### src/rtl/mem_ctrl_pkg.sv
// Shared encodings for the byte-serialising RAM arbiter: access widths, FSM states and
// the requester that owns the in-flight access.
package mem_ctrl_pkg;

  localparam logic [1:0] MemByte = 2'b00;
  localparam logic [1:0] MemHalf = 2'b01;
  localparam logic [1:0] MemWord = 2'b10;

  typedef enum logic [1:0] {
    StIdle,
    StRead,
    StWrite
  } state_e;

  typedef enum logic {
    OwnIf,
    OwnMem
  } owner_e;

  // Encoding 2'b11 is treated as a word access.
  function automatic logic [2:0] width_bytes(input logic [1:0] width);
    case (width)
      MemByte: width_bytes = 3'd1;
      MemHalf: width_bytes = 3'd2;
      default: width_bytes = 3'd4;
    endcase
  endfunction

endpackage

### src/rtl/mem_ctrl.sv
// Arbitrates a single byte-wide RAM port between instruction fetch and load/store,
// splitting 1/2/4-byte accesses into sequential little-endian byte cycles.
module mem_ctrl
  import mem_ctrl_pkg::*;
#(
  parameter int unsigned ADDR_W = 32
) (
  input  logic              clk,
  input  logic              reset,
  input  logic              if_req,
  input  logic [ADDR_W-1:0] if_addr,
  input  logic              if_cancel,
  output logic [31:0]       if_data,
  output logic              if_done,
  input  logic              mem_req,
  input  logic              mem_we,
  input  logic [1:0]        mem_width,
  input  logic [ADDR_W-1:0] mem_addr,
  input  logic [31:0]       mem_wdata,
  output logic [31:0]       mem_rdata,
  output logic              mem_done,
  output logic              stall_if_req,
  output logic              stall_mem_req,
  output logic [ADDR_W-1:0] ram_addr,
  output logic              ram_wr,
  output logic [7:0]        ram_dout,
  input  logic [7:0]        ram_din
);

  state_e            state_q, state_d;
  owner_e            owner_q, owner_d;
  logic [2:0]        cnt_q, cnt_d;
  logic [2:0]        nbytes_q, nbytes_d;
  logic [ADDR_W-1:0] base_q, base_d;
  logic [31:0]       wdata_q, wdata_d;
  logic [31:0]       asm_q, asm_d;
  logic              if_done_q, if_done_d;
  logic              mem_done_q, mem_done_d;
  logic [31:0]       if_data_q, if_data_d;
  logic [31:0]       mem_rdata_q, mem_rdata_d;

  logic [ADDR_W-1:0] ram_addr_c;
  logic              ram_wr_c;
  logic [7:0]        ram_dout_c;
  logic [1:0]        lane;
  logic [31:0]       merged;

  always_comb begin
    state_d     = state_q;
    owner_d     = owner_q;
    cnt_d       = cnt_q;
    nbytes_d    = nbytes_q;
    base_d      = base_q;
    wdata_d     = wdata_q;
    asm_d       = asm_q;
    if_done_d   = 1'b0;
    mem_done_d  = 1'b0;
    if_data_d   = if_data_q;
    mem_rdata_d = mem_rdata_q;
    ram_addr_c  = base_q + ADDR_W'(cnt_q);
    ram_wr_c    = 1'b0;
    ram_dout_c  = 8'h00;

    // In READ, cnt_q counts bytes already addressed, so ram_din belongs to lane cnt_q-1.
    lane   = cnt_q[1:0] - 2'd1;
    merged = asm_q;
    merged[{lane, 3'b000} +: 8] = ram_din;

    unique case (state_q)
      StIdle: begin
        ram_addr_c = base_q;
        cnt_d      = 3'd0;
        if (mem_req && !mem_done_q) begin
          owner_d    = OwnMem;
          base_d     = mem_addr;
          nbytes_d   = width_bytes(mem_width);
          wdata_d    = mem_wdata;
          asm_d      = '0;
          cnt_d      = 3'd1;
          ram_addr_c = mem_addr;
          if (mem_we) begin
            ram_wr_c   = 1'b1;
            ram_dout_c = mem_wdata[7:0];
            if (width_bytes(mem_width) == 3'd1) begin
              mem_done_d = 1'b1;
              cnt_d      = 3'd0;
            end else begin
              state_d = StWrite;
            end
          end else begin
            state_d = StRead;
          end
        end else if (if_req && !if_cancel && !if_done_q) begin
          owner_d    = OwnIf;
          base_d     = if_addr;
          nbytes_d   = 3'd4;
          asm_d      = '0;
          cnt_d      = 3'd1;
          ram_addr_c = if_addr;
          state_d    = StRead;
        end
      end

      StRead: begin
        if (owner_q == OwnIf && if_cancel) begin
          state_d = StIdle;
          cnt_d   = 3'd0;
        end else if (cnt_q == nbytes_q) begin
          state_d = StIdle;
          cnt_d   = 3'd0;
          if (owner_q == OwnIf) begin
            if_done_d = 1'b1;
            if_data_d = merged;
          end else begin
            mem_done_d  = 1'b1;
            mem_rdata_d = merged;
          end
        end else begin
          asm_d = merged;
          cnt_d = cnt_q + 3'd1;
        end
      end

      StWrite: begin
        ram_wr_c   = 1'b1;
        ram_dout_c = wdata_q[{cnt_q[1:0], 3'b000} +: 8];
        if (cnt_q == nbytes_q - 3'd1) begin
          state_d    = StIdle;
          cnt_d      = 3'd0;
          mem_done_d = 1'b1;
        end else begin
          cnt_d = cnt_q + 3'd1;
        end
      end

      default: state_d = StIdle;
    endcase
  end

  always_ff @(posedge clk) begin
    if (reset) begin
      state_q     <= StIdle;
      owner_q     <= OwnIf;
      cnt_q       <= 3'd0;
      nbytes_q    <= 3'd0;
      base_q      <= '0;
      wdata_q     <= '0;
      asm_q       <= '0;
      if_done_q   <= 1'b0;
      mem_done_q  <= 1'b0;
      if_data_q   <= '0;
      mem_rdata_q <= '0;
    end else begin
      state_q     <= state_d;
      owner_q     <= owner_d;
      cnt_q       <= cnt_d;
      nbytes_q    <= nbytes_d;
      base_q      <= base_d;
      wdata_q     <= wdata_d;
      asm_q       <= asm_d;
      if_done_q   <= if_done_d;
      mem_done_q  <= mem_done_d;
      if_data_q   <= if_data_d;
      mem_rdata_q <= mem_rdata_d;
    end
  end

  // RAM strobes are gated by reset so an interrupted store cannot write another byte.
  assign ram_addr      = reset ? '0    : ram_addr_c;
  assign ram_wr        = reset ? 1'b0  : ram_wr_c;
  assign ram_dout      = reset ? 8'h00 : ram_dout_c;
  assign if_done       = if_done_q;
  assign mem_done      = mem_done_q;
  assign if_data       = if_data_q;
  assign mem_rdata     = mem_rdata_q;
  assign stall_if_req  = if_req && !if_done_q;
  assign stall_mem_req = mem_req && !mem_done_q;

endmodule

### config.mk
export PLATFORM = sky130hd
export DESIGN_NAME = mem_ctrl
export DESIGN_NICKNAME = d
export VERILOG_FILES = /design/src/rtl/mem_ctrl_pkg.sv /design/src/rtl/mem_ctrl.sv
export SDC_FILE = /design/constraint.sdc
export NUM_CORES = 1
export LEC_CHECK = 0
export BUFFER_PORTS_ARGS = -buffer_cell sky130_fd_sc_hd__buf_2
export CAP_MARGIN = 5
export CORE_MARGIN = 5
export CORE_UTILIZATION = 44
export DETAILED_ROUTE_END_ITERATION = 7
export MAX_ROUTING_LAYER = met4
export PLACE_DENSITY = 0.71
export SKIP_CTS_REPAIR_TIMING = 1
export SLEW_MARGIN = 40
export SYNTH_ARGS = -nofsm -noshare
export SYNTH_HDL_FRONTEND = slang
export SYNTH_SLANG_ARGS = --single-unit
### constraint.sdc
create_clock -name clk -period 6.7 [get_ports clk]
set_input_delay 1.005 -clock clk [delete_from_list [all_inputs] [get_ports clk]]
set_output_delay 1.005 -clock clk [all_outputs]
set_load 0.02 [all_outputs]
# Word-level counts from Yosys, hierarchy flattened
# Index checks and enable logic that the tools add are counted.
dict set report totals {
  input_bits 112
  wordCells 106
  register_bits 171
  out_inout_bits 109
}
dict set report classes {
  n_shift 3
  muxes 51
  n_eq_ne 12
  n_addsub 5
  n_reduce_logical 20
  n_bitwise 4
}
# operator count
set op_table {}
lappend op_table {{two-way mux 32 bit} 8}
lappend op_table {{one-hot mux 32 bit (2 select lines)} 1}
lappend op_table {{adder 32 x 3 -> 32 bit} 1}
lappend op_table {{bitwise mux 32 bit} 1}
lappend op_table {{variable shift 8 x 7 -> 32 bit (first input constant)} 1}
lappend op_table {{indexed part select 32 x 6 -> 8 bit} 1}
lappend op_table {{indexed part select 8 x 7 -> 32 bit} 1}
lappend op_table {{two-way mux 3 bit} 9}
lappend op_table {{two-way mux 8 bit} 3}
lappend op_table {{two-way mux 1 bit} 16}
lappend op_table {{one-hot mux 8 bit (2 select lines)} 1}
lappend op_table {{AND reduction 4 bit} 4}
lappend op_table {{two-way mux 2 bit} 7}
lappend op_table {{one-hot mux 3 bit (3 select lines)} 1}
lappend op_table {{negation 5 -> 7 bit} 1}
lappend op_table {{== test 3 bit} 2}
lappend op_table {{!= test 2 bit (second input constant)} 3}
lappend op_table {{!= test 3 bit (second input constant)} 2}
lappend op_table {{one-hot mux 2 bit (3 select lines)} 1}
lappend op_table {{one-hot mux 3 bit (2 select lines)} 1}
lappend op_table {{logical AND 1 bit} 5}
lappend op_table {{== test 2 x 1 -> 1 bit (second input constant)} 2}
lappend op_table {{logical NOT 2 bit} 2}
lappend op_table {{!= test 4 bit (second input constant)} 1}
lappend op_table {{13 further kinds} 20}

# Depth between registers and ports, before layout
# Gate-level depths: netlist (run 1).
dict set report logic_depth {
  word_depth 10
  mapped_depth 9
  depth_no_buf 8
}

# Worst setup path before layout (run 1)
# OpenSTA, ideal clock, no wires.
dict set report synth_timing {
  kind {register to output}
  startpoint {register cnt_q[1]}
  endpoint {output port ram_addr[8]}
  arrival_time_ns 2.659
  setup_slack_ns 3.036
  stages_incl_launch_ff 9
  path_buffers 1
  required_ns 5.695
  path_cell_list {dfxtp_1 > buf_1 > inv_1 > fa_1 > nor2b_1 > o21ai_1 > or3_1 > mux2_2 > nor2_1}
}
dict set report synth_between {
  elab_chain_len 3
}
# element line
set synth_rtl {}
lappend synth_rtl {{start: declaration} mem_ctrl.sv:32} ;# logic [2:0] cnt_q, cnt_d;
lappend synth_rtl {{start signal: assignment} mem_ctrl.sv:156} ;# cnt_q <= cnt_d;
lappend synth_rtl {{adder 32 x 3 -> 32 bit} mem_ctrl.sv:60} ;# ram_addr_c = base_q + ADDR_W'(cnt_q);
lappend synth_rtl {{two-way mux 32 bit} mem_ctrl.sv:69} ;# unique case (state_q)
lappend synth_rtl {{two-way mux 32 bit} mem_ctrl.sv:169} ;# assign ram_addr = reset ? '0 : ram_addr_c;
lappend synth_rtl {{end: declaration} mem_ctrl.sv:24} ;# output logic [ADDR_W-1:0] ram_addr,
# No other way between the ends.

# Worst setup path after layout (run 1)
dict set report layout_timing {
  startpoint {register cnt_q[1]}
  endpoint {output port ram_addr[22]}
}
# The elaborated chain is that of the path after synthesis.

==> results of run 1 <==
-- cell families after synthesis --
logic type	Yosys count	synth area share
fa+ha+maj	16	0.0251
mux	39	0.0630
xor+xnor	8	0.0103
flops	171	0.414
buf+inv	88	0.0482
simple gates	420	0.251
compound gates	228	0.188
-- Yosys cell counts, types with 2 or more instances --
cell / instances
buf_4: 6
dfxtp_1: 171
buf_2: 17
nor4_2: 2
or3_1: 11
buf_6: 3
nand4_1: 6
mux4_2: 8
nand3b_1: 28
ha_1: 15
nand2b_1: 18
mux2i_1: 6
nor3b_1: 3
xnor2_1: 4
o21bai_1: 2
a21oi_1: 86
a211oi_1: 67
o31ai_2: 8
nor4_1: 13
a22oi_1: 9
and3_1: 5
o22a_1: 2
o211ai_1: 5
nor2_1: 167
xnor2_2: 2
o21ai_0: 7
mux2_2: 24
nand2_1: 94
inv_1: 15
nor3_4: 2
nor2b_1: 37
o31ai_1: 16
buf_1: 8
o221ai_1: 14
nand3_1: 10
xor2_1: 2
clkbuf_1: 38
and4_1: 6
nor3_1: 8
-- routing by layer --
metal | GRT usage | wire length, µm | vias up
met5 | - | 0 | -
met3 | 0.0444 | 1210 | 30
met4 | 0.0662 | 423 | 0
li1 | - | - | 3804
met2 | 0.338 | 10700 | 199
met1 | 0.269 | 10300 | 3508
-- metrics by stage --
stage	worst slack [ps]	area, µm²	hold slack (ps)	total power [mW]
floorplan	3040	8280	427	1.60
detailed placement	2300	9430	439	1.78
CTS	2300	10000	448	2.75
finish	2320	10000	446	2.73
global placement	2010	9420	433	1.76
global route	2090	10000	474	2.87
-- critical path, delay by kind of cell (launching register included) --
family / cells / cell delay [ps]
AND/OR/NAND/NOR: 3 / 820
flip-flops: 1 / 620
adder cells (fa/ha/maj): 1 / 520
buffers and inverters: 2 / 410
multiplexers: 1 / 330
AO/OA/AOI/OAI: 1 / 260
-- cells in the final DEF, fill, tap and decap left out, types with 3 or more instances in the layout --
master       n
clkinv_2     3
nor2b_1     37
nor3_1       8
ha_1        15
and4_1       6
mux2i_1      6
and3_1       5
mux2_2      24
nand4_1      6
nand3_1     10
inv_1       15
nand3b_1    28
inv_6        5
o21ai_0      7
nor2_1     166
a22oi_1      9
clkbuf_16   17
nand2_1     94
o31ai_2      8
inv_8        3
o221ai_1    14
or3_1       11
a21oi_1     86
mux4_2       8
nand2b_1    17
o211ai_1     5
nor4_1      13
buf_2      219
a211oi_1    67
diode_2      3
buf_4        7
o31ai_1     16
dfxtp_1    170
nor3b_1      3
xnor2_1      4
-- final timing paths --
kind,startpoint,to,slack (ps),cells past startpoint
hold / removal,asm_q[19]$_SDFFE_PP0P_,asm_q[19]$_SDFFE_PP0P_,450,2
hold reg to reg,asm_q[19]$_SDFFE_PP0P_,asm_q[19]$_SDFFE_PP0P_,450,2
setup / recovery,cnt_q[1]$_SDFFE_PP0P_,ram_addr[22],2320,8
setup reg to reg,state_q[0]$_SDFFE_PP0P_,asm_q[17]$_SDFFE_PP0P_,3910,7
-- sequential cells by signal, summed over array words and instances (netlist names) --
register,flops
if_done,1
wdata_q,32
state_q,2
nbytes_q,3
asm_q,32
mem_rdata,32
owner_q,1
cnt_q,3
if_data,32
base_q,32
mem_done,1
-- report_power, final --
part           switching, mW  internal [mW]
logic                  0.391          0.215
clock network          0.445          0.527
registers             0.0572           1.09
total                  0.893           1.83
-- layout make-up --
| cell class | count | share of cell area |
|---|---|---|
| Antenna cell | 3 | 0.000749 |
| Clock buffer | 17 | 0.0424 |
| Clock inverter | 15 | 0.0155 |
| Inverter | 16 | 0.00624 |
| Multi-Input combinational cell | 711 | 0.447 |
| Sequential cell | 171 | 0.342 |
| Tap cell | 234 | 0.0292 |
| Timing Repair Buffer | 228 | 0.117 |
==> results by group, run 1 <==
Outcome
  • Outcome: finished, final reports clean

Routing
  • DRC viols: 0
  • WL/cell: 16.2 µm
  • DRT iter0 DRCs: 508
  • Post-DR vias/cell: between 5 and 6
  • Routed Antenna Nets: 0
  • Detailed-router iteration count before antenna repair: 5
  • Total routed wirelength: between 20000 and 25000 µm
  • Vias: about 7500

Floorplan
  • Initial core utilization: 0.444
  • Die Y: 147 µm
  • Core area: roughly 0.019 mm²
  • Rows: 50
  • Io pins: ~220
  • Die area: approximately 0.022 mm²
  • Width of the die: 147 µm

Hold path
  • Worst Hold Class: flop to flop

Clock tree
  • Max Root-Sink Buffers: 2
  • CTS sink cnt: about 170
  • CTS tree: done
  • Root Buffer Master: clkbuf_16
  • Worst-skew pair later-pin latency: between 400 and 500 ps
  • Num CTS Buffers: 17
  • Clock transition at path regs: ~60 ps
  • H-tree levels: 4

Cells and area
  • FF/Latch Area: about 0.0034 mm²
  • Layout net count: 1273
  • Area grow syn2layout: 21.1%
  • Layout cell share with drive strength beyond 1: 0.275
  • Post-route insts no fill: ~1400
  • Area of the multi-input gates: 0.00449 mm²
  • Fillers: 1792
  • Fin util: 0.538

Setup path
  • CP Launch Type: flop
  • Slowest stage cell, crit path: dfxtp_2
  • Worst-path maximum fanout: 16
  • Req. time, crit path: around 5700 ps
  • Critical path class: flop to output pin
  • CP endpoint kind: output pin
  • Largest stage delay on the critical path: approximately 620 ps
  • Worst Path Arrival: between 3000 and 4000 ps
  • Crit-path cells: inv_1 > fa_1 > nor2b_1 > o21ai_1 > nor2_1 > and3_1 > mux2_2 > buf_2

Placement
  • Port Buffers: 220
  • Placed cells: between 1000 and 1500
  • Final GP Congestion: between 0.8 and 0.9
  • Dpl hpwl: about 15000 µm

STA
  • RSZ-0062 raised after global routing: false
  • Period utilization: 0.654
  • Endpoints failing setup: 0
  • Max Clock Skew: 10.4 ps
  • Setup TNS: 0 ps
  • Final Hold Fails: 0
  • Slew at the pin closest to its max-slew limit: just over 800 ps
  • Slew Limit Headroom: 0.447
  • Fmax: roughly 0.23 GHz
  • Max Transition Viols Final: 0
  • Post-layout min period: 4380 ps

Pwr
  • PwrDens: 272 mW/mm²
  • Peak VDD IR: 0.185 mV
  • Leak: slightly above 4 nW

Global route
  • Global-route wire length before repair: between 30000 and 40000 µm
  • Initial antenna violation count: 2
  • Largest net degree at the start of global routing: between 100 and 150
  • Vias in the first global route: between 7000 and 8000
  • Grt ovf: 0
  • GRT Total Usage: 0.211

Logic synthesis
  • Cell count after synthesis: 970
  • Seq cells post-synth: 171
  • Synth top area share: 0.414
  • EDFF count, synth: 0
  • Dominant synthesized flop cell: dfxtp_1
  • FFs w/ async S/R, synth: 0
  • Post-synthesis sequential area ratio: 0.414
  • Mapped Nets: around 1100
  • Area contributors post-synth: dfxtp_1, nor2_1, a211oi_1
  • Post-Syn Area: roughly 0.0083 mm²
  • Syn Area/Cell: 8.53 µm²
  • Synth warn: 0
  • Synth area leader: dfxtp_1
  • Library cells used by synthesis: 64

Flow run
  • Total of max-cap violations: 0
(Power assumes the default switching activity.)
==> run 2, diff against run 1 <==
--- a/config.mk
+++ b/config.mk
@@ -5,13 +5,14 @@
 export SDC_FILE = /design/constraint.sdc
 export NUM_CORES = 1
 export LEC_CHECK = 0
+export ABC_AREA = 1
 export BUFFER_PORTS_ARGS = -buffer_cell sky130_fd_sc_hd__buf_2
 export CAP_MARGIN = 5
 export CORE_MARGIN = 5
 export CORE_UTILIZATION = 44
 export DETAILED_ROUTE_END_ITERATION = 7
 export MAX_ROUTING_LAYER = met4
-export PLACE_DENSITY = 0.71
+export PLACE_DENSITY = 0.72
 export SKIP_CTS_REPAIR_TIMING = 1
 export SLEW_MARGIN = 40
 export SYNTH_ARGS = -nofsm -noshare
==> constraint.sdc (replaced) <==
create_clock -name clk -period 3.95 [get_ports clk]
set_input_delay 0.5925 -clock clk [delete_from_list [all_inputs] [get_ports clk]]
set_output_delay 0.5925 -clock clk [all_outputs]
set_load 0.02 [all_outputs]
==> run 2 against run 1 <==
Compared with the run above: hold slack got worse by 59 ps; combinational power increased to 5.2 times the previous value; final area increased by 7.8%; setup slack got worse by 1800 ps; utilization decreased by 0.35 points; non-clock buffer count increased by 7; cell count increased by 30%; clock power increased by 68%; via count increased by 27%; critical path depth increased by 1; critical path type unchanged; highest routed layer unchanged.
==> results by group, run 2 <==
Outcome
  • Outcome: finished, final reports clean

Logic synthesis
  • Most frequent cells after synthesis: nand2_1, nor2_1, dfxtp_1
  • Synth area leader: dfxtp_1
  • Adder-cell share of the synthesized area: 0.0230 (-0.00213)
  • EDFF count, synth: 0 (unchanged)
  • Dominant synthesized flop cell: dfxtp_1
  • Simple logic cell fraction of the synthesized area: 0.311 (+0.0600)
  • Synth top area share: 0.379 (-0.0351)
  • Synth Area in Compound Gates: 0.190 (+0.00172)
  • Post-synthesis sequential area ratio: 0.379 (-0.0351)
  • Most frequent cell after synthesis: nand2_1
  • Multiplexer area fraction after synthesis: 0 (-0.0630)
  • Post-Syn Area: 0.00904 mm² (+9.3%)
  • XOR/XNOR Fraction of Synth Area: 0.00194 (-0.00834)
  • Syn Area/Cell: 6.68 µm² (-22%)
  • Cell count after synthesis: 1354 (+40%)
  • Library cells used by synthesis: 46 (-28%)
  • Synth warn: 0 (unchanged)
  • Largest family of logic cells by synthesized area: simple AND/OR/NAND/NOR gates
  • Mapped Nets: 1482 (+35%)
  • Seq cells post-synth: 171 (unchanged)
  • Area contributors post-synth: dfxtp_1, nand2_1, nor2_1
  • FFs w/ async S/R, synth: 0 (unchanged)

Clock tree
  • H-tree levels: 4 (unchanged)
  • CTS tree: done
  • CTS sink cnt: 171 (unchanged)
  • Root Buffer Master: clkbuf_16
  • Num CTS Buffers: 17 (unchanged)
  • Worst-skew pair later-pin latency: 430 ps (about the same)
  • Clock transition at path regs: 70 ps (about the same)
  • Max Root-Sink Buffers: 2 (unchanged)

STA
  • Final Hold Fails: 0 (unchanged)
  • Max Transition Viols Final: 0 (unchanged)
  • Slew at the pin closest to its max-slew limit: 827 ps (-2.20 ps)
  • Fmax: about 0.29 GHz
  • Setup TNS: 0 ps (unchanged)
  • Hold slack: 387 ps (-59.0 ps)
  • Post-layout min period: between 3000 and 4000 ps
  • RSZ-0062 raised after global routing: false
  • Period utilization: 0.868
  • Setup ws final: 523 ps (-1800 ps)
  • Max Clock Skew: 8.99 ps (-1.38 ps)
  • Endpoints failing setup: 0 (unchanged)
  • Slew Limit Headroom: 0.447 (about the same)

Cells and area
  • Most frequent cells in the layout: nand2_1, nor2_1, buf_2
  • Fin util: 0.534 (-0.00346)
  • Layout cell share with drive strength beyond 1: 0.203 (-0.0722)
  • Post-route insts no fill: 1818 (+30%)
  • Final Instance Area: 0.0108 mm² (+7.8%)
  • Layout net count: 1660 (+30%)
  • FF/Latch Area: 0.00342 mm² (about the same)
  • Area grow syn2layout: 19.5%
  • Area of the multi-input gates: 0.00476 mm² (+6.1%)
  • Commonest non-fill, non-tap cell in the layout: nand2_1
  • Fillers: 2003 (+12%)

Setup path
  • CP Launch Type: flop
  • Worst Path Arrival: 2830 ps (-540 ps)
  • Slowest stage cell, crit path: nor2_2
  • Largest stage delay on the critical path: 490 ps (-130 ps)
  • Bufs and invs on worst path: 4 (+2)
  • Crit-path cells: inv_1 > ha_1 > inv_2 > nor2_4 > inv_2 > nor2_2 > a21oi_1 > nor2_1 > buf_2
  • Most used cell, CP: inv_2
  • Critical path class: flop to output pin
  • RR Endpoint: asm_q[25]$_SDFFE_PP0P_
  • Worst-path maximum fanout: 29 (+13)
  • Req. time, crit path: 3360 ps (-2330 ps)
  • R2r setup slk: 1210 ps (-2700 ps)
  • CP top delay family: simple AND/OR/NAND/NOR gates
  • Reg2reg path depth: 9 (+2)
  • CP endpoint kind: output pin
  • R2r startpoint: cnt_q[0]$_SDFFE_PP0P_

Placement
  • Dpl hpwl: 20800 µm (+34%)
  • Pre-CTS setup slack: 877 ps (-1420 ps)
  • Port Buffers: 220 (unchanged)
  • Post-place instance area: 0.0102 mm² (+8.6%)
  • Placed cells: 1783 (+31%)
  • Final GP Congestion: 0.926 (+9.9%)

Hold path
  • Worst Hold Class: primary input to flop
  • Worst Hold Depth: 3 (+1)
  • Worst Hold Launch: mem_wdata[28]
  • Hold path endpoint: wdata_q[28]$_SDFFE_PP0P_

Global route
  • Vias in the first global route: 8910 (+21%)
  • GRT Total Usage: 0.244 (+0.0330)
  • Grt ovf: 0 (unchanged)
  • Largest net degree at the start of global routing: 64 (-43%)
  • Initial antenna violation count: 3 (+1)
  • Global-route wire length before repair: 46100 µm (+25%)

Floorplan
  • Io pins: 221 (unchanged)
  • Initial core utilization: 0.447 (+0.00305)
  • Die Y: 153 µm (+4.2%)
  • Width of the die: 153 µm (+4.2%)
  • Core area: 0.0202 mm² (+8.5%)
  • Die area: 0.0235 mm² (+8.6%)
  • Rows: 52 (+4.0%)

Pwr
  • Leak: 5.00 nW (+23%)
  • PwrDens: 661 mW/mm² (+140%)
  • Power Total: 7.14 mW (+160%)
  • Peak VDD IR: 0.373 mV (+100%)

Routing
  • Routed Antenna Nets: 0 (unchanged)
  • WL/cell: 15.9 µm (-1.9%)
  • Vias: 9579 (+27%)
  • DRT iter0 DRCs: 982 (+93%)
  • Post-DR vias/cell: 5.27 (-2.5%)
  • DRC viols: 0 (unchanged)
  • Total routed wirelength: 28800 µm (+28%)
  • Detailed-router iteration count before antenna repair: 8 (+3)

Flow run
  • Total of max-cap violations: 0 (unchanged)
-- run 2: power by group --
| group | total (mW) | internal [mW] | switching [mW] |
|---|---|---|---|
| logic | 3.15 | 0.965 | 2.19 |
| clock network | 1.63 | 0.898 | 0.731 |
| registers | 2.36 | 2.14 | 0.224 |
| total | 7.14 | 4.00 | 3.14 |
-- run 2: worst register-to-register path, stage by stage (launching register included) --
cell     delay [ps]
dfxtp_1         340
buf_4           320
inv_4           220
ha_1            400
nor2_2          350
nand2_1         310
o22ai_1         410
and2_1          190
o21ai_1          60
nor2_1           90
-- run 2: cells by family after synthesis --
logic type / after synthesis
AND/OR/NAND/NOR: 637
AO/OA/AOI/OAI: 319
buffers and inverters: 209
flip-flops: 171
adder cells (fa/ha/maj): 16
XOR/XNOR: 2
-- run 2: worst max-delay path by stage --
stage	start	to	slack [ps]	depth (start not counted)
4_1_cts	state_q[0]$_SDFFE_PP0P_	ram_dout[5]	500	9
5_1_grt	state_q[0]$_SDFFE_PP0P_	ram_dout[4]	210	9
3_3_place_gp	mem_req	ram_dout[5]	870	8
3_5_place_dp	if_cancel	ram_addr[31]	880	11
2_1_floorplan	cnt_q[1]$_SDFFE_PP0P_	ram_addr[14]	940	9
6_report	state_q[0]$_SDFFE_PP0P_	ram_dout[5]	520	9
-- run 2: cell type report --
class / instances / share of cell area
clock inverter: 11 / 0.0104
clock buffer: 21 / 0.0417
antenna: 3 / 0.000694
inverter: 133 / 0.0465
tap: 270 / 0.0312
sequential: 171 / 0.317
multi-input combinational: 974 / 0.440
timing repair buffer: 235 / 0.113
-- run 2: per-layer routing --
layer,share of wire,routed length (µm),GRT usage,up-vias
met2,0.44,12800,0.364,366
met1,0.46,13200,0.332,4362
met3,0.079,2280,0.0551,43
met4,0.020,576,0.0761,0
li1,-,-,-,4808
met5,0,0,-,-
